<file path="config.mk">
export PLATFORM = sky130hd
export DESIGN_NAME = mem_port_arbiter
export DESIGN_NICKNAME = d
export VERILOG_FILES = /design/src/rtl/mem_port_arbiter.sv
export SDC_FILE = /design/constraint.sdc
export NUM_CORES = 1
export LEC_CHECK = 0
export CORE_AREA = 2 2 106 108
export CTS_CLUSTER_SIZE = 14
export DETAILED_ROUTE_END_ITERATION = 8
export DIE_AREA = 0 0 108 110
export PLACE_DENSITY = 0.55
export SLEW_MARGIN = 10
export SYNTH_ARGS = -nofsm -noshare
export SYNTH_HDL_FRONTEND = slang
export SYNTH_SLANG_ARGS = --single-unit
</file>
<file path="constraint.sdc">
create_clock -name clk -period 3.45 [get_ports clk]
set_input_delay 0.345 -clock clk [delete_from_list [all_inputs] [get_ports clk]]
set_output_delay 0.345 -clock clk [all_outputs]
set_load 0.01 [all_outputs]
</file>
<file path="src/rtl/mem_port_arbiter.sv">
// mem_port_arbiter: shares one memory port between an instruction fetch
// requester and a data load/store requester.
//
// Build option: ARB_STARVE_GUARD_EN
//   When defined, a counter tracks consecutive data grants taken while fetch
//   was waiting. Once that count reaches STARVE_LIMIT, fetch wins the next
//   grant. When the macro is undefined, data always wins over fetch.
//
// Handshake: a request is accepted in the cycle where m_req and m_ready are
// both high in IDLE. That cycle is also the single cycle in which f_gnt or
// d_gnt is high. Requesters hold req and payload stable until their grant,
// so the payload is muxed straight through and never latched. Exactly one
// response (m_rvalid) comes back per accepted request. m_rvalid outside a
// BUSY state is ignored.
module mem_port_arbiter #(
  parameter int AW           = 32,
  parameter int DW           = 32,
  parameter int STARVE_LIMIT = 4
) (
  input  logic          clk,
  input  logic          rst_n,
  input  logic          f_req,
  input  logic [AW-1:0] f_addr,
  input  logic          f_kill,
  output logic          f_gnt,
  output logic          f_rvalid,
  output logic [DW-1:0] f_rdata,
  output logic          f_stall,
  input  logic          d_req,
  input  logic          d_we,
  input  logic [AW-1:0] d_addr,
  input  logic [DW-1:0] d_wdata,
  output logic          d_gnt,
  output logic          d_rvalid,
  output logic [DW-1:0] d_rdata,
  output logic          m_req,
  output logic          m_we,
  output logic [AW-1:0] m_addr,
  output logic [DW-1:0] m_wdata,
  input  logic          m_ready,
  input  logic          m_rvalid,
  input  logic [DW-1:0] m_rdata
);

  typedef enum logic [1:0] {
    IDLE   = 2'd0,
    BUSY_F = 2'd1,
    BUSY_D = 2'd2
  } state_t;

  state_t state;
  logic   kill_q;
  logic   starve_hit;
  logic   pick_f;
  logic   pick_d;
  logic   idle;

`ifdef ARB_STARVE_GUARD_EN
  localparam int CW = $clog2(STARVE_LIMIT + 1);
  logic [CW-1:0] starve_cnt;

  // Count data grants taken while fetch waits; any fetch grant, or a data
  // grant with no fetch pending, starts the count again.
  always_ff @(posedge clk or negedge rst_n) begin
    if (!rst_n) begin
      starve_cnt <= '0;
    end else if (f_gnt) begin
      starve_cnt <= '0;
    end else if (d_gnt) begin
      if (f_req) starve_cnt <= starve_cnt + 1'b1;
      else       starve_cnt <= '0;
    end
  end

  assign starve_hit = (starve_cnt == CW'(STARVE_LIMIT));
`else
  // The limit only matters when the guard is built in.
  localparam int unused_starve_limit = STARVE_LIMIT;
  assign starve_hit = 1'b0;
`endif

  assign idle = (state == IDLE);

  // Select the winner: data by default, fetch when data is absent or fetch
  // has been starved long enough.
  always_comb begin
    pick_f = f_req && (!d_req || starve_hit);
    pick_d = d_req && !pick_f;
  end

  // Drive the memory port straight from the winner. Fetch never writes.
  always_comb begin
    m_req   = rst_n && idle && (pick_f || pick_d);
    m_we    = pick_d ? d_we : 1'b0;
    m_addr  = pick_d ? d_addr : f_addr;
    m_wdata = pick_d ? d_wdata : '0;
  end

  // A grant pulses only in the accept cycle of the memory handshake.
  always_comb begin
    f_gnt = m_req && m_ready && pick_f;
    d_gnt = m_req && m_ready && pick_d;
  end

  // Route the memory response to whoever owns the outstanding transaction.
  // A fetch response is swallowed if a kill arrived at any point while it
  // was in flight, including the response cycle itself.
  always_comb begin
    f_rvalid = rst_n && (state == BUSY_F) && m_rvalid && !kill_q && !f_kill;
    d_rvalid = rst_n && (state == BUSY_D) && m_rvalid;
    f_rdata  = m_rdata;
    d_rdata  = m_rdata;
    f_stall  = f_req && !(f_gnt || f_rvalid);
  end

  // Transaction FSM plus the sticky kill flag for the in-flight fetch.
  always_ff @(posedge clk or negedge rst_n) begin
    if (!rst_n) begin
      state  <= IDLE;
      kill_q <= 1'b0;
    end else begin
      case (state)
        IDLE: begin
          if (f_gnt) begin
            state  <= BUSY_F;
            kill_q <= f_kill;
          end else if (d_gnt) begin
            state  <= BUSY_D;
          end
        end
        BUSY_F: begin
          if (m_rvalid) begin
            state  <= IDLE;
            kill_q <= 1'b0;
          end else if (f_kill) begin
            kill_q <= 1'b1;
          end
        end
        BUSY_D: begin
          if (m_rvalid) state <= IDLE;
        end
        default: begin
          state  <= IDLE;
          kill_q <= 1'b0;
        end
      endcase
    end
  end

endmodule

</file>
Word-level counts from Yosys, hierarchy flattened. Cells that the tools add are included.

Register bits after elaboration: 3. Input port bits: 136. Output and inout port bits: 135. Word-level logic and storage cells: 45.

Eq/ne operators: 6. Multiplexer cells: 11. Bitwise gates (word level): 1. Reductions and logical operators: 25.

Operator list (number): 2-to-1 mux 32 bit (2); logical AND 1 bit (14); 2-to-1 mux 2 bit (3); inequality test 3 bit, second input constant (2); logical NOT 1 bit (5); 2-to-1 mux 1 bit (4); one-hot mux 2 bit (2 select lines) (1); one-hot mux 1 bit (3 select lines) (1); AND reduction 3 bit (1); equality test 2 x 1 -> 1 bit, second input constant (1); equality test 2 bit, second input constant (1); logical NOT 2 bit (1); logical OR 1 bit (2); inequality test 2 x 1 -> 1 bit, second input constant (1); inequality test 2 bit, second input constant (1); AND reduction 2 bit (1); OR reduction 2 bit (1); inverter 1 bit (1).

Logic depth before layout (Yosys ltp). Gate-level depths: netlist of run 1.

Depth after elaboration: 11. Mapped depth: 5. Depth with buffers taken out: 5.

Least setup slack after synthesis of run 1. No wires, ideal clock.

Path type: register -> output. From: register state[0]. To: output port f_stall. Arrival: 1.166 ns. Setup slack: 1.939 ns. Cell stages (with the launch flop): 6. Buffers on the path: 0. Cell sequence: dfrtp_1 inv_1 ha_1 inv_1 nor2_1 nor3b_1.

Longest elaborated chain between the ends: 8. Elaborated cells between the ends (all ways): 13.

RTL lines: start: declaration (line 51) `state_t state;`; start signal: assignment (line 119) `state <= IDLE;`; start signal: assignment (line 125) `state <= BUSY_F;`; start signal: assignment (line 128) `state <= BUSY_D;`; logical NOT 2 bit (line 82) `assign idle = (state == IDLE);`; logical AND 1 bit (2 in a row) (line 93) `m_req = rst_n && idle && (pick_f || pick_d);`; logical AND 1 bit (2 in a row) (line 101) `f_gnt = m_req && m_ready && pick_f;`; named net f_gnt (line 25) `output logic f_gnt,`; logical OR 1 bit (line 113) `f_stall = f_req && !(f_gnt || f_rvalid);`; logical NOT 1 bit (line 113); logical AND 1 bit (line 113); end: declaration (line 28) `output logic f_stall,`.

The timed path passes the listed nets, and every way through them passes these cells.

Final worst setup path of run 1.
From: input port d_req. To: output port m_addr[1].

Longest elaborated chain between the ends: 5.

RTL lines: start: declaration (line 29) `input logic d_req,`; logical NOT 1 bit (line 87) `pick_f = f_req && (!d_req || starve_hit);`; logical AND 1 bit (line 87); logical NOT 1 bit (line 88) `pick_d = d_req && !pick_f;`; logical AND 1 bit * (line 88); 2-to-1 mux 32 bit * (line 95) `m_addr = pick_d ? d_addr : f_addr;`; end: declaration (line 38) `output logic [AW-1:0] m_addr,`.

Every way passes the cells marked *; elsewhere a longest branch is shown, timed or not.

==> results.cfg, run 1 <==
[detailed_routing]
drt-total-wl_um = 5540
dr.first_iter.drc_count = 47
via_per_inst = 3.58
first_pass_iters = 2
routedWlPerCell_um = 13.3
drc = 0
detail-route-antenna-nets = 0
vias = 1492

[grt]
overflow = 0
antenna_found_initial = 0
grt_first_pass_wirelength_um = 7670
grt_pass1_vias = 1498
grt_max_degree = 37
grt.total_usage_pct = 8.03

[cts]
cts-htree-levels = 1
tritoncts = built
cts.sinks = 3
numCtsBuffers = 3
cts.repair.resized = 0
cts_buffer_depth = 2
cts_hold_buffers = 0
post-cts-setup-buffers = 0
clk_latency_ps = 220
clk_pin_slew_ps = 30
cts_root_buffer = clkbuf_8

[floorplanning]
dieWidth_um = 108
die_h_um = 110
start_util_pct = 12.7
core_area_sq_mm = 0.0107
die-area_sq_mm = 0.0119
rows = 38
num_io_pins = 271

[critical_path]
crit_chain = buf_2 > buf_4 > mux2_2 > clkdlybuf4s50_1
critPathCaptureType = output port
timing.rr.start = state[0]
path_class = in -> out
max_stage_delay_ps = 500
cp-startpoint = d_req
startpoint_type = primary input
worst_path_max_delay_cell = buf_2
crit_fanout = 36
worst_ep_required_time_ps = 3110
critPathArrivalTime_ps = 2070

[outcome]
run_status = finished clean

[placed_design]
hpwl_um = 4730
dp_slack_ps = 1020
place_congestion = 0.753
io_buffers = 174

[sta]
max_freq_mhz = 415
setup_ws_ps = 1040
fin_skew_ps = 3.32
maxSlewViolCount = 0
relSlewSlack_pct = 57.5
finalSetupTns_ps = 0
fin_crit_ps = 2410
rsz0062_at_grt = false
finalHoldViolations = 0
worst_pin_slew_ps = 637
timing.final.crit_share_pct = 69.9
setup_viol_count_final = 0

[power_and_ir_drop]
clkPwrFrac_pct = 17.7
powerDensity_mw_per_mm2 = 209
ir_worst_vdd_mv = 0.0947
power.internal_w = 0.000403
switchingPower_w = 0.000184
power_frac_seq_pct = 10.0
swShare_pct = 31.4
leakage_nw = 1.05
pwr-share-comb_pct = 72.3

[yosys]
synth_seq_area_share_pct = 5.50
ys_warn_count = 0
yosys_most_used_dff = dfrtp_1
syn_nets = 308
postSynthAreaPerCell_sq_um = 8.07
synth_cell_types = 25
postSynthCellCount = 169
synth_seq_cells = 3
syn_area_sq_mm = 0.00136
synth_edf_count = 0
ys_async_sr_fraction_pct = 100

[finish]
drive_above_1_share_pct = 13.7
antenna-diode-count = 0
syn_to_final_growth_pct = 106
fillers = 1135
nets = 417

[worst_hold_path]
holdCritPathClass = in -> async

[flow_run]
cap_violations = 0
[worst max-delay path: cells and delay by family]
kind	cells	cell delay [ps]
multiplexers	1	360
buffers and inverters	3	1350
[stage by stage]
step                utilization (%)  total power, W  cells  instance area, sq um  hold slack, ps
floorplan                         -        0.000303    169                  1360            49.4
global placement               25.9        0.000480    413                  2770             503
detailed placement             25.9        0.000482    413                  2770             512
CTS                            26.3        0.000591    417                  2810             405
global route                   26.3        0.000625    417                  2810             422
finish                         26.3        0.000587    417                  2810             406
[layer usage]
layer	part of all wire (%)	up-vias	GRT usage (%)
met5	0	-	0
met3	8.4	15	1.88
met4	1.4	0	2.66
met2	49	94	13.0
li1	-	708	-
met1	41	675	10.5
[sequential cells by signal, summed over array words and instances, names as in the netlist]
name    count
kill_q      1
state       2
[power by group through the flow]
stage / Sequential (W) / Clock (W) / Combinational, W
floorplan: 0.0000563 / 0 / 0.000247
global placement: 0.0000581 / 0 / 0.000422
detailed placement: 0.0000590 / 0 / 0.000423
CTS: 0.0000585 / 0.000107 / 0.000426
global route: 0.0000601 / 0.000108 / 0.000456
finish: 0.0000586 / 0.000104 / 0.000424
[worst paths after layout]
check / to / slack [ps] / depth (start not counted)
max: m_addr[1] / 1040 / 4
min: kill_q / 410 / 1
max reg2reg: state[0] / 1940 / 5
min reg2reg: state[0] / 520 / 2
max in group asynchronous: state[0] / 2780 / 1
min in group clk: state[0] / 520 / 2
[cell type report]
| class | count | area, sq um | share of cell area, % |
|---|---|---|---|
| Timing Repair Buffer | 176 | 1750 | 62.3 |
| Sequential cell | 3 | 75.1 | 2.67 |
| Tap cell | 140 | 175 | 6.23 |
| Clock buffer | 4 | 45.0 | 1.60 |
| Multi-Input combinational cell | 91 | 754 | 26.8 |
| Inverter | 3 | 11.3 | 0.400 |
[logic make-up after synthesis]
kind of cell,after synthesis,synth area share (%)
mux,32,26.4
flops,3,5.50
compound gates,7,4.31
buf+inv,75,39.2
fa+ha+maj,3,2.75
simple gates,49,21.8
[layout by cell type (no fill, tap or decap), types with 2 or more instances in the layout]
| cell | count |
|---|---|
| clkdlybuf4s50_1 | 173 |
| and2_1 | 33 |
| mux2_2 | 32 |
| inv_1 | 3 |
| nor2_1 | 3 |
| nand3_1 | 3 |
| ha_1 | 3 |
| clkbuf_8 | 3 |
| dfrtp_1 | 3 |
| nand4b_1 | 2 |
| nor2b_1 | 2 |
| nand2_1 | 2 |
| buf_4 | 2 |
[cells in the mapped netlist, types with 2 or more instances]
| master | instances | share of area, % |
|---|---|---|
| and2_1 | 33 | 15 |
| buf_2 | 4 | 1.5 |
| buf_4 | 64 | 35 |
| clkbuf_1 | 3 | 0.83 |
| dfrtp_1 | 3 | 5.5 |
| ha_1 | 3 | 2.8 |
| inv_1 | 3 | 0.83 |
| mux2_2 | 32 | 26 |
| nand2_1 | 2 | 0.55 |
| nand3_1 | 3 | 1.1 |
| nand4b_1 | 2 | 1.3 |
| nor2_1 | 3 | 0.83 |
| nor2b_1 | 2 | 0.92 |
No activity file was read; power rests on OpenSTA's default activity.
==> run 2: changes to the inputs <==
--- a/config.mk
+++ b/config.mk
@@ -5,11 +5,11 @@
 export SDC_FILE = /design/constraint.sdc
 export NUM_CORES = 1
 export LEC_CHECK = 0
-export CORE_AREA = 2 2 106 108
+export CORE_AREA = 2 2 104 106
 export CTS_CLUSTER_SIZE = 14
 export DETAILED_ROUTE_END_ITERATION = 8
-export DIE_AREA = 0 0 108 110
-export PLACE_DENSITY = 0.55
+export DIE_AREA = 0 0 106 108
+export PLACE_DENSITY = 0.59
 export SLEW_MARGIN = 10
 export SYNTH_ARGS = -nofsm -noshare
 export SYNTH_HDL_FRONTEND = slang
==> constraint.sdc (replaced) <==
create_clock -name clk -period 2.2 [get_ports clk]
set_input_delay 0.22 -clock clk [delete_from_list [all_inputs] [get_ports clk]]
set_output_delay 0.22 -clock clk [all_outputs]
set_load 0.01 [all_outputs]
==> run 2 against run 1 <==
  * Clock skew fell by 0.96 ps
  * First-iteration DRC count shrank 51%
  * Total power grew 57%
  * Final cell count decreased by 0.72%
  * Sequential cell count stayed put
  * Core utilization rose by 1.3 points
  * Combinational power increased by 57%
  * Via count is 2.1% higher
  * Global-route usage up 0.17 points
  * Sequential share of layout area barely moved
  * Sequential power rose by 58%
  * Critical path type is now reg -> out
  * Die area is 3.6% lower
==> results.cfg, run 2 (synthesized netlist as in run 1, its figures left out) <==
[power_and_ir_drop]
ir_worst_vdd_mv = 0.173
finalPower_w = 0.000920
leakage_nw = 1.05
powerDensity_mw_per_mm2 = 325

[detailed_routing]
detail-route-antenna-nets = 0
drt-total-wl_um = 5000
routedWlPerCell_um = 12.1
first_pass_iters = 4
vias = 1524
drc = 0
via_per_inst = 3.68
dr.first_iter.drc_count = 23

[placed_design]
hpwl_um = 4340
io_buffers = 174
place_area_sq_mm = 0.00278
place_congestion = 0.691
place_inst = 410

[finish]
regArea_sq_um = 75.1
fin_area_sq_mm = 0.00283
nets = 418
top_regs = state (2), kill_q (1)
final_cell_mix = clkdlybuf4s50_1, and2_1, mux2_2
drive_above_1_share_pct = 14.4
fillers = 1085
regMostFlops = state
antenna-diode-count = 0
final_common_cell = clkdlybuf4s50_1
layout.cells.non_filler = 414
multiInputGateArea_sq_um = 754
syn_to_final_growth_pct = 107
largest_reg_flops = 2

[sta]
rsz0062_at_grt = false
max_freq_mhz = 486
setup_viol_count_final = 0
fin_crit_ps = 2060
worst_pin_slew_ps = 366
maxSlewViolCount = 0
timing.final.crit_share_pct = 93.5
finalSetupTns_ps = 0
relSlewSlack_pct = 75.6
fin_skew_ps = 2.35
finalHoldViolations = 0

[floorplanning]
core_area_sq_mm = 0.0102
rows = 37
dieWidth_um = 106
start_util_pct = 13.3
die_h_um = 108
die-area_sq_mm = 0.0114
num_io_pins = 271

[cts]
cts-htree-levels = 1
post-cts-setup-buffers = 0
cts_buffer_depth = 2
cts_root_buffer = clkbuf_8
tritoncts = built
cts.sinks = 3
clk_latency_ps = 220
numCtsBuffers = 3
clk_pin_slew_ps = 30

[critical_path]
path_class = reg -> out
r2r_cells = 5
startpoint_type = register
critPathArrivalTime_ps = 1840
crit_fanout = 5
critPathCaptureType = output port
worst_ep_required_time_ps = 1980

[grt]
grt.total_usage_pct = 8.21
overflow = 0
grt_first_pass_wirelength_um = 7510
antenna_found_initial = 0
grt_pass1_vias = 1609
grt_max_degree = 28

[worst_hold_path]
holdCritPathClass = in -> out
min_path_cells = 0

[outcome]
run_status = finished clean

[flow_run]
cap_violations = 0
-- run 2: timing repair --
| action | 4_1_cts | 5_1_grt |
|---|---|---|
| hold buffers | 0 | 0 |
| gates resized for setup | 0 | 1 |
| setup endpoints to repair | 0 | 1 |
-- run 2: worst max-delay path, stage by stage, from the launching register on --
cell and delay, ps:
dfrtp_1 360, inv_1 80, ha_1 250, inv_2 100, nor2_1 60, nor3b_1 190, clkdlybuf4s50_1 560
-- run 2: layout make-up --
cell class                      instances  area share, %
Timing Repair Buffer                  177           62.7
Multi-Input combinational cell         91           26.7
Tap cell                              136           6.02
Sequential cell                         3           2.65
Clock buffer                            4           1.59
Inverter                                3          0.398
-- run 2: per-stage QoR --
step	setup slack, ps	utilization [%]	hold WS [ps]
after floorplan	814	-	-75.6
after global placement	155	27.2	440
after detailed placement	167	27.2	440
after CTS	70.8	27.6	440
after global routing	27.4	27.6	440
final	144	27.6	440
-- run 2: final timing paths --
| kind | slack [ps] | startpoint | endpoint |
|---|---|---|---|
| max | 140 | state[0] | f_stall |
| min | 440 | m_rdata[14] | d_rdata[14] |
| max reg2reg | 700 | state[0] | state[0] |
| min reg2reg | 530 | state[0] | state[0] |
| max in group asynchronous | 1620 | rst_n | state[1] |
| min in group asynchronous | 480 | rst_n | state[0] |
-- run 2: per-layer routing --
metal  vias to the layer above  GRT usage [%]  part of all wire, %
li1                        710              -                    -
met3                        22           2.59                   13
met2                       121           15.3                   50
met4                         0           5.55                  3.0
met1                       671           7.70                   33
met5                         -              0                    0
-- run 2: power breakdown --
group | total (W) | leakage (nW) | internal [W] | switching, W
Sequential | 0.0000924 | 0.0397 | 0.0000756 | 0.0000168
Clock | 0.000162 | 0.0228 | 0.000124 | 0.0000382
Combinational | 0.000666 | 0.991 | 0.000436 | 0.000230
Total | 0.000920 | 1.05 | 0.000635 | 0.000285
==> run 3: changes to the inputs <==
--- a/config.mk
+++ b/config.mk
@@ -5,6 +5,7 @@
 export SDC_FILE = /design/constraint.sdc
 export NUM_CORES = 1
 export LEC_CHECK = 0
+export CAP_MARGIN = 20
 export CORE_AREA = 2 2 104 106
 export CTS_CLUSTER_SIZE = 14
 export DETAILED_ROUTE_END_ITERATION = 8
==> results of run 3 <==
The final DEF is identical to that of run 2; final timing and power are the same.
